`src/rtl/core_types_pkg.sv`:
```
// Shared types for the fetch front-end: branch-unit command bundle,
// fetch-queue entry layout and the canonical NOP encoding.
package core_types_pkg;

  // addi x0, x0, 0
  localparam logic [31:0] NOP_INSTR = 32'h0000_0013;

  typedef struct packed {
    logic        flush;
    logic        hold;
    logic        branch;
    logic        bypass;
    logic [31:0] PCnext;
    logic [31:0] PCcurrent;
  } branching_out_t;

  typedef struct packed {
    logic [31:0] pc;
    logic [31:0] instr;
    logic        filled;
  } fetch_entry_t;

  // Absolute target for bypass, otherwise PC-relative with 32-bit wrap-around.
  function automatic logic [31:0] redirect_target(input branching_out_t bo);
    return bo.bypass ? bo.PCnext : (bo.PCnext + bo.PCcurrent);
  endfunction

endpackage

```
`src/rtl/fetch_unit_if.sv`:
```
// Instruction-memory request/response bus between the fetch unit (master)
// and the instruction memory (slave).
interface fetch_unit_if;

  logic        imemReq;
  logic [31:0] imemAddr;
  logic        imemGnt;
  logic        imemRvalid;
  logic [31:0] imemRdata;

  modport master (
    output imemReq,
    output imemAddr,
    input  imemGnt,
    input  imemRvalid,
    input  imemRdata
  );

  modport slave (
    input  imemReq,
    input  imemAddr,
    output imemGnt,
    output imemRvalid,
    output imemRdata
  );

endinterface

```
`src/rtl/fetch_unit_queue.sv`:
```
// Fetch queue: circular buffer of fetch entries. Entries are reserved in
// request order, filled in response order and popped from the head. The head
// view already reflects a fill landing this cycle so the IF/DEC register can
// capture a response without an extra bubble.
module fetch_queue
  import core_types_pkg::*;
#(
  parameter  int FQ_DEPTH = 2,
  localparam int AW       = $clog2(FQ_DEPTH),
  localparam int CW       = $clog2(FQ_DEPTH + 1)
) (
  input  logic          Clock,
  input  logic          nReset,
  input  logic          clear_i,
  input  logic          reserve_i,
  input  logic [31:0]   reserve_pc_i,
  input  logic          fill_i,
  input  logic [31:0]   fill_instr_i,
  input  logic          pop_i,
  output logic [CW-1:0] count_o,
  output logic [CW-1:0] unfilled_o,
  output fetch_entry_t  head_o,
  output logic          head_ready_o
);

  logic [AW-1:0] head_q, head_d;
  logic [AW-1:0] tail_q, tail_d;
  logic [AW-1:0] fill_q, fill_d;
  logic [CW-1:0] count_q, count_d;
  logic [CW-1:0] unf_q, unf_d;
  fetch_entry_t  entries_q [FQ_DEPTH];
  fetch_entry_t  entries_d [FQ_DEPTH];
  logic          fill_hits_head;

  // Next-state for pointers, occupancy counters and entry storage.
  always_comb begin
    head_d    = head_q;
    tail_d    = tail_q;
    fill_d    = fill_q;
    count_d   = count_q;
    unf_d     = unf_q;
    entries_d = entries_q;
    if (clear_i) begin
      head_d  = '0;
      tail_d  = '0;
      fill_d  = '0;
      count_d = '0;
      unf_d   = '0;
    end else begin
      if (reserve_i) begin
        entries_d[tail_q] = '{pc: reserve_pc_i, instr: NOP_INSTR, filled: 1'b0};
        tail_d            = tail_q + AW'(1);
      end
      if (fill_i) begin
        entries_d[fill_q].instr  = fill_instr_i;
        entries_d[fill_q].filled = 1'b1;
        fill_d                   = fill_q + AW'(1);
      end
      if (pop_i) begin
        head_d = head_q + AW'(1);
      end
      count_d = count_q + CW'(reserve_i) - CW'(pop_i);
      unf_d   = unf_q + CW'(reserve_i) - CW'(fill_i);
    end
  end

  // Head view, including a response that fills the head entry this cycle.
  always_comb begin
    fill_hits_head = fill_i && (unf_q != '0) && (fill_q == head_q);
    head_o         = entries_q[head_q];
    if (fill_hits_head) begin
      head_o.instr  = fill_instr_i;
      head_o.filled = 1'b1;
    end
    head_ready_o = (count_q != '0) && head_o.filled;
    count_o      = count_q;
    unfilled_o   = unf_q;
  end

  // Control state; cleared by reset.
  always_ff @(posedge Clock or negedge nReset) begin
    if (!nReset) begin
      head_q  <= '0;
      tail_q  <= '0;
      fill_q  <= '0;
      count_q <= '0;
      unf_q   <= '0;
    end else begin
      head_q  <= head_d;
      tail_q  <= tail_d;
      fill_q  <= fill_d;
      count_q <= count_d;
      unf_q   <= unf_d;
    end
  end

  // Entry storage; contents are only meaningful behind the pointers.
  always_ff @(posedge Clock) begin
    entries_q <= entries_d;
  end

endmodule

```
`src/rtl/fetch_unit.sv`:
```
// Instruction-fetch stage: owns the PC, issues in-order requests to
// instruction memory, discards responses belonging to squashed requests and
// drives the IF/DEC register seen by decode and the branch unit.
module fetch_unit
  import core_types_pkg::*;
#(
  parameter logic [31:0] RESET_PC = 32'h0000_0000,
  parameter int          FQ_DEPTH = 2
) (
  input  logic           Clock,
  input  logic           nReset,
  input  branching_out_t branching_out,
  fetch_unit_if.master   imem,
  output logic           validIF,
  output logic [31:0]    instrIF,
  output logic [31:0]    PCIF
);

  localparam int CW = $clog2(FQ_DEPTH + 1);

  logic [31:0]   pc_q, pc_d;
  logic [CW-1:0] drop_cnt_q, drop_cnt_d;
  logic          valid_if_q, valid_if_d;
  logic [31:0]   instr_if_q, instr_if_d;
  logic [31:0]   pc_if_q, pc_if_d;

  logic          redirect;
  logic          jump;
  logic [31:0]   target;
  logic          req;
  logic          grant;
  logic          rsp_drop;
  logic          rsp_fill;
  logic          pop;
  logic [CW-1:0] q_count;
  logic [CW-1:0] q_unfilled;
  fetch_entry_t  q_head;
  logic          q_head_ready;

  // Request, response-steering and pop decisions for this cycle.
  always_comb begin
    redirect = branching_out.flush | branching_out.branch | branching_out.bypass;
    jump     = branching_out.branch | branching_out.bypass;
    target   = redirect_target(branching_out);
    req      = !redirect && (q_count < CW'(FQ_DEPTH));
    grant    = req && imem.imemGnt;
    rsp_drop = imem.imemRvalid && (drop_cnt_q != '0);
    rsp_fill = imem.imemRvalid && (drop_cnt_q == '0) && !redirect;
    pop      = !redirect && !branching_out.hold && q_head_ready;
  end

  assign imem.imemReq  = req;
  assign imem.imemAddr = pc_q;

  fetch_queue #(
    .FQ_DEPTH (FQ_DEPTH)
  ) u_queue (
    .Clock        (Clock),
    .nReset       (nReset),
    .clear_i      (redirect),
    .reserve_i    (grant),
    .reserve_pc_i (pc_q),
    .fill_i       (rsp_fill),
    .fill_instr_i (imem.imemRdata),
    .pop_i        (pop),
    .count_o      (q_count),
    .unfilled_o   (q_unfilled),
    .head_o       (q_head),
    .head_ready_o (q_head_ready)
  );

  // Next PC, stale-response counter and IF/DEC register contents.
  always_comb begin
    pc_d       = pc_q;
    drop_cnt_d = drop_cnt_q;
    valid_if_d = valid_if_q;
    instr_if_d = instr_if_q;
    pc_if_d    = pc_if_q;
    if (redirect) begin
      if (jump) begin
        pc_d = target;
      end
      // Everything still in flight for the squashed queue becomes stale; a
      // response arriving right now is one of them and is consumed here.
      drop_cnt_d = drop_cnt_q + q_unfilled - CW'(imem.imemRvalid);
      valid_if_d = 1'b0;
      instr_if_d = NOP_INSTR;
    end else begin
      if (grant) begin
        pc_d = pc_q + 32'd4;
      end
      if (rsp_drop) begin
        drop_cnt_d = drop_cnt_q - CW'(1);
      end
      if (!branching_out.hold) begin
        if (q_head_ready) begin
          valid_if_d = 1'b1;
          instr_if_d = q_head.instr;
          pc_if_d    = q_head.pc;
        end else begin
          valid_if_d = 1'b0;
          instr_if_d = NOP_INSTR;
        end
      end
    end
  end

  // PC, drop counter and IF/DEC register.
  always_ff @(posedge Clock or negedge nReset) begin
    if (!nReset) begin
      pc_q       <= RESET_PC;
      drop_cnt_q <= '0;
      valid_if_q <= 1'b0;
      instr_if_q <= NOP_INSTR;
      pc_if_q    <= '0;
    end else begin
      pc_q       <= pc_d;
      drop_cnt_q <= drop_cnt_d;
      valid_if_q <= valid_if_d;
      instr_if_q <= instr_if_d;
      pc_if_q    <= pc_if_d;
    end
  end

  assign validIF = valid_if_q;
  assign instrIF = instr_if_q;
  assign PCIF    = pc_if_q;

  // A response must always belong to a stale or a reserved, unfilled request.
  a_rsp_expected: assert property (@(posedge Clock) disable iff (!nReset)
    imem.imemRvalid |-> ((drop_cnt_q != '0) || (q_unfilled != '0)))
    else $error("fetch_unit: imem response with no request outstanding");

endmodule

```
`src/flat_wrapper.sv`:
```
// flat-port wrapper written by rule: the top's interface ports become plain ports
module fetch_unit_flat import core_types_pkg::*;
#(
  parameter logic [31:0] RESET_PC = 32'h0000_0000,
  parameter int          FQ_DEPTH = 2
)
  (Clock, nReset, branching_out, validIF, instrIF, PCIF, imem_imemReq, imem_imemAddr, imem_imemGnt, imem_imemRvalid, imem_imemRdata);
  fetch_unit_if imem_i ();
  input  logic Clock;
  input  logic nReset;
  input  branching_out_t branching_out;
  output logic validIF;
  output logic [31:0] instrIF;
  output logic [31:0] PCIF;
  output wire logic [$bits(imem_i.imemReq)-1:0] imem_imemReq;
  output wire logic [$bits(imem_i.imemAddr)-1:0] imem_imemAddr;
  input wire logic [$bits(imem_i.imemGnt)-1:0] imem_imemGnt;
  input wire logic [$bits(imem_i.imemRvalid)-1:0] imem_imemRvalid;
  input wire logic [$bits(imem_i.imemRdata)-1:0] imem_imemRdata;
  assign imem_imemReq = imem_i.imemReq;
  assign imem_imemAddr = imem_i.imemAddr;
  assign imem_i.imemGnt = imem_imemGnt;
  assign imem_i.imemRvalid = imem_imemRvalid;
  assign imem_i.imemRdata = imem_imemRdata;
  fetch_unit #(.RESET_PC(RESET_PC), .FQ_DEPTH(FQ_DEPTH)) u_core (.Clock(Clock), .nReset(nReset), .branching_out(branching_out), .imem(imem_i), .validIF(validIF), .instrIF(instrIF), .PCIF(PCIF));
endmodule
```
`config.mk`:
```
export PLATFORM = sky130hd
export DESIGN_NAME = fetch_unit_flat
export DESIGN_NICKNAME = d
export VERILOG_FILES = /design/src/rtl/core_types_pkg.sv /design/src/rtl/fetch_unit_if.sv /design/src/rtl/fetch_unit_queue.sv /design/src/rtl/fetch_unit.sv /design/src/flat_wrapper.sv
export SDC_FILE = /design/constraint.sdc
export NUM_CORES = 1
export LEC_CHECK = 0
export CAP_MARGIN = 30
export CORE_ASPECT_RATIO = 1.5
export CORE_MARGIN = 2
export CORE_UTILIZATION = 30
export DETAILED_ROUTE_END_ITERATION = 7
export PLACE_DENSITY = 0.61
export RECOVER_POWER = 25
export SYNTH_ARGS = -nofsm -noshare
export SYNTH_HDL_FRONTEND = slang
export SYNTH_HIERARCHICAL = 1
export SYNTH_SLANG_ARGS = --single-unit
export TNS_END_PERCENT = 10
```
`constraint.sdc`:
```
create_clock -name Clock -period 9.5 [get_ports Clock]
set_input_delay 2.375 -clock Clock [delete_from_list [all_inputs] [get_ports Clock]]
set_output_delay 2.375 -clock Clock [all_outputs]
set_load 0.01 [all_outputs]
```
==> qor.yml <==
cp-start-kind: "input pin"
grt_pass1_vias: 9368
grt_pass1_wl_um: 53200
finalPower_mw: 2.55
maxCapViolCount: 1
required_ns: 7.13
crit_path_end_kind: "primary output"
hold-path-cell-count: 2
vias_per_cell: 5.15
clock_sinks: 236
max_slew.worst_pin.slew_ns: 2.41
clock.fmax_ghz: 0.151
grt.total_usage_pct: 15.7
cts_tree: "done"
rsz0062_at_grt: "no"
vias: 9263
cts_hold_buf: 0
worst_slack_ns: 2.90
syn_inst: 1085
clock_latency_ns: 0.53
syn-mean-instance-area_um2: 11.3
hpwl_um: 24200
setup_violations: 0
drc_errors: 0
grt_max_degree: 68
critPathMaxFanout: 8
path_clk_slew_ns: 0.06
hold_slack_ns: 0.472
ir_worst_vdd_v: 0.000117
diodes: 0
cts.path.max_buffers: 3
dieWidth_um: 169
firstDrtPassIters: 5
grt_antenna_before_repair: 0
postCtsSetupRepairBufs: 0
syn_to_final_growth_pct: 27.4
run_status: "complete, but fails checks"
skew_ns: 0.0161
die_y_um: 252
p_leak_nw: 6.24
setup_tns_ns: 0
min_period_ns: 6.60
min_from: "u_core/PCIF[16]"
ant_nets: 0
ys_warn_count: 6
drtIter0Drc: 540
r2r-start: "u_core/u_queue/head_q"
die_area_um2: 42600
reg2reg_to: "u_core/u_queue/count_o[0]"
slew_viol_final: 41
start_util_pct: 30.5
worstPathArrival_ns: 4.23
post-place-ws_ns: 2.91
htree_levels: 1
gp_congestion: 0.907
worstHoldPathType: "register to register"
n_fill_cell: 3923
timing.slew.headroom_pct: -60.4
cts_resized: 0
core_um2: 40300
fin_crit_sh_pct: 69.5
fin_nets: 1417
r2r_cells: 10
layout-drive-gt1-share_pct: 13.5
syn_nets: 1229
violations: "capacitance limit, slew limit"
netlist_area_um2: 12300
rrSetupSlack_ns: 6.28
numCtsBuffers: 24
num_rows: 90
hold_violations: 0
avgRoutedWirePerCell_um: 19.1
wl_um: 34400
hold_end: "u_core/PCIF[16]"
final_util_pct: 38.8
p_per_area_nw_per_um2: 163
root_buffer: "clkbuf_16"
grt_overflow_total: 0
io_buffers: 201
crit_type: "input pin to primary output"
num_io_pins: 202
critical path, stage by stage:
cell and delay, ns:
clkdlybuf4s50_1 0.72, nor3_2 0.30, inv_1 0.08, nor2_1 0.18, clkdlybuf4s50_1 0.57
power by group:
part / total [mW] / switching [mW] / leakage (nW) / internal (mW)
logic: 0.365 / 0.182 / 3.26 / 0.184
registers: 1.19 / 0.0565 / 2.58 / 1.13
clock network: 0.997 / 0.405 / 0.402 / 0.592
stage by stage:
stage / instance area [um^2] / cells
2_1_floorplan: 12300 / 1085
3_3_place_gp: 14800 / 1752
3_5_place_dp: 14800 / 1752
4_1_cts: 15600 / 1796
5_1_grt: 15700 / 1797
6_report: 15700 / 1797
cell type report:
class | count | area, um^2 | share of cell area (%)
clock buffer | 30 | 644 | 4.12
clock inverter | 14 | 178 | 1.13
inverter | 20 | 75.1 | 0.480
multi-input combinational | 772 | 5410 | 34.5
sequential | 236 | 6560 | 41.9
tap | 506 | 633 | 4.04
timing repair buffer | 219 | 2160 | 13.8
routing by layer:
metal	global-route usage [%]	up-vias	wire length, um	share of wire (%)
met5	0	-	0	0
met1	19.0	4514	14300	42
met2	29.0	262	18000	52
met3	1.82	52	1250	3.6
met4	4.66	0	811	2.4
li1	-	4435	-	-
worst max path at each step:
stage | from | endpoint | slack [ns] | cells after the start
2_1_floorplan | branching_out[64] | imem_imemReq | 3.81 | 4
3_3_place_gp | branching_out[65] | imem_imemReq | 2.91 | 5
3_5_place_dp | branching_out[65] | imem_imemReq | 2.91 | 5
4_1_cts | branching_out[65] | imem_imemReq | 2.90 | 5
5_1_grt | branching_out[65] | imem_imemReq | 2.80 | 5
6_report | branching_out[65] | imem_imemReq | 2.90 | 5
layout by cell type (no fill, tap or decap), types with 39 or more instances in the layout:
master and count:
clkdlybuf4s50_1 200, o21ai_0 53, nand2_1 162, mux2_2 98, edfxtp_1 130, dfrtp_1 102, ha_1 39, nor2_1 39
a21oi_1 64, a22o_1 88
Note: power is estimated with default switching activity, not from simulation.
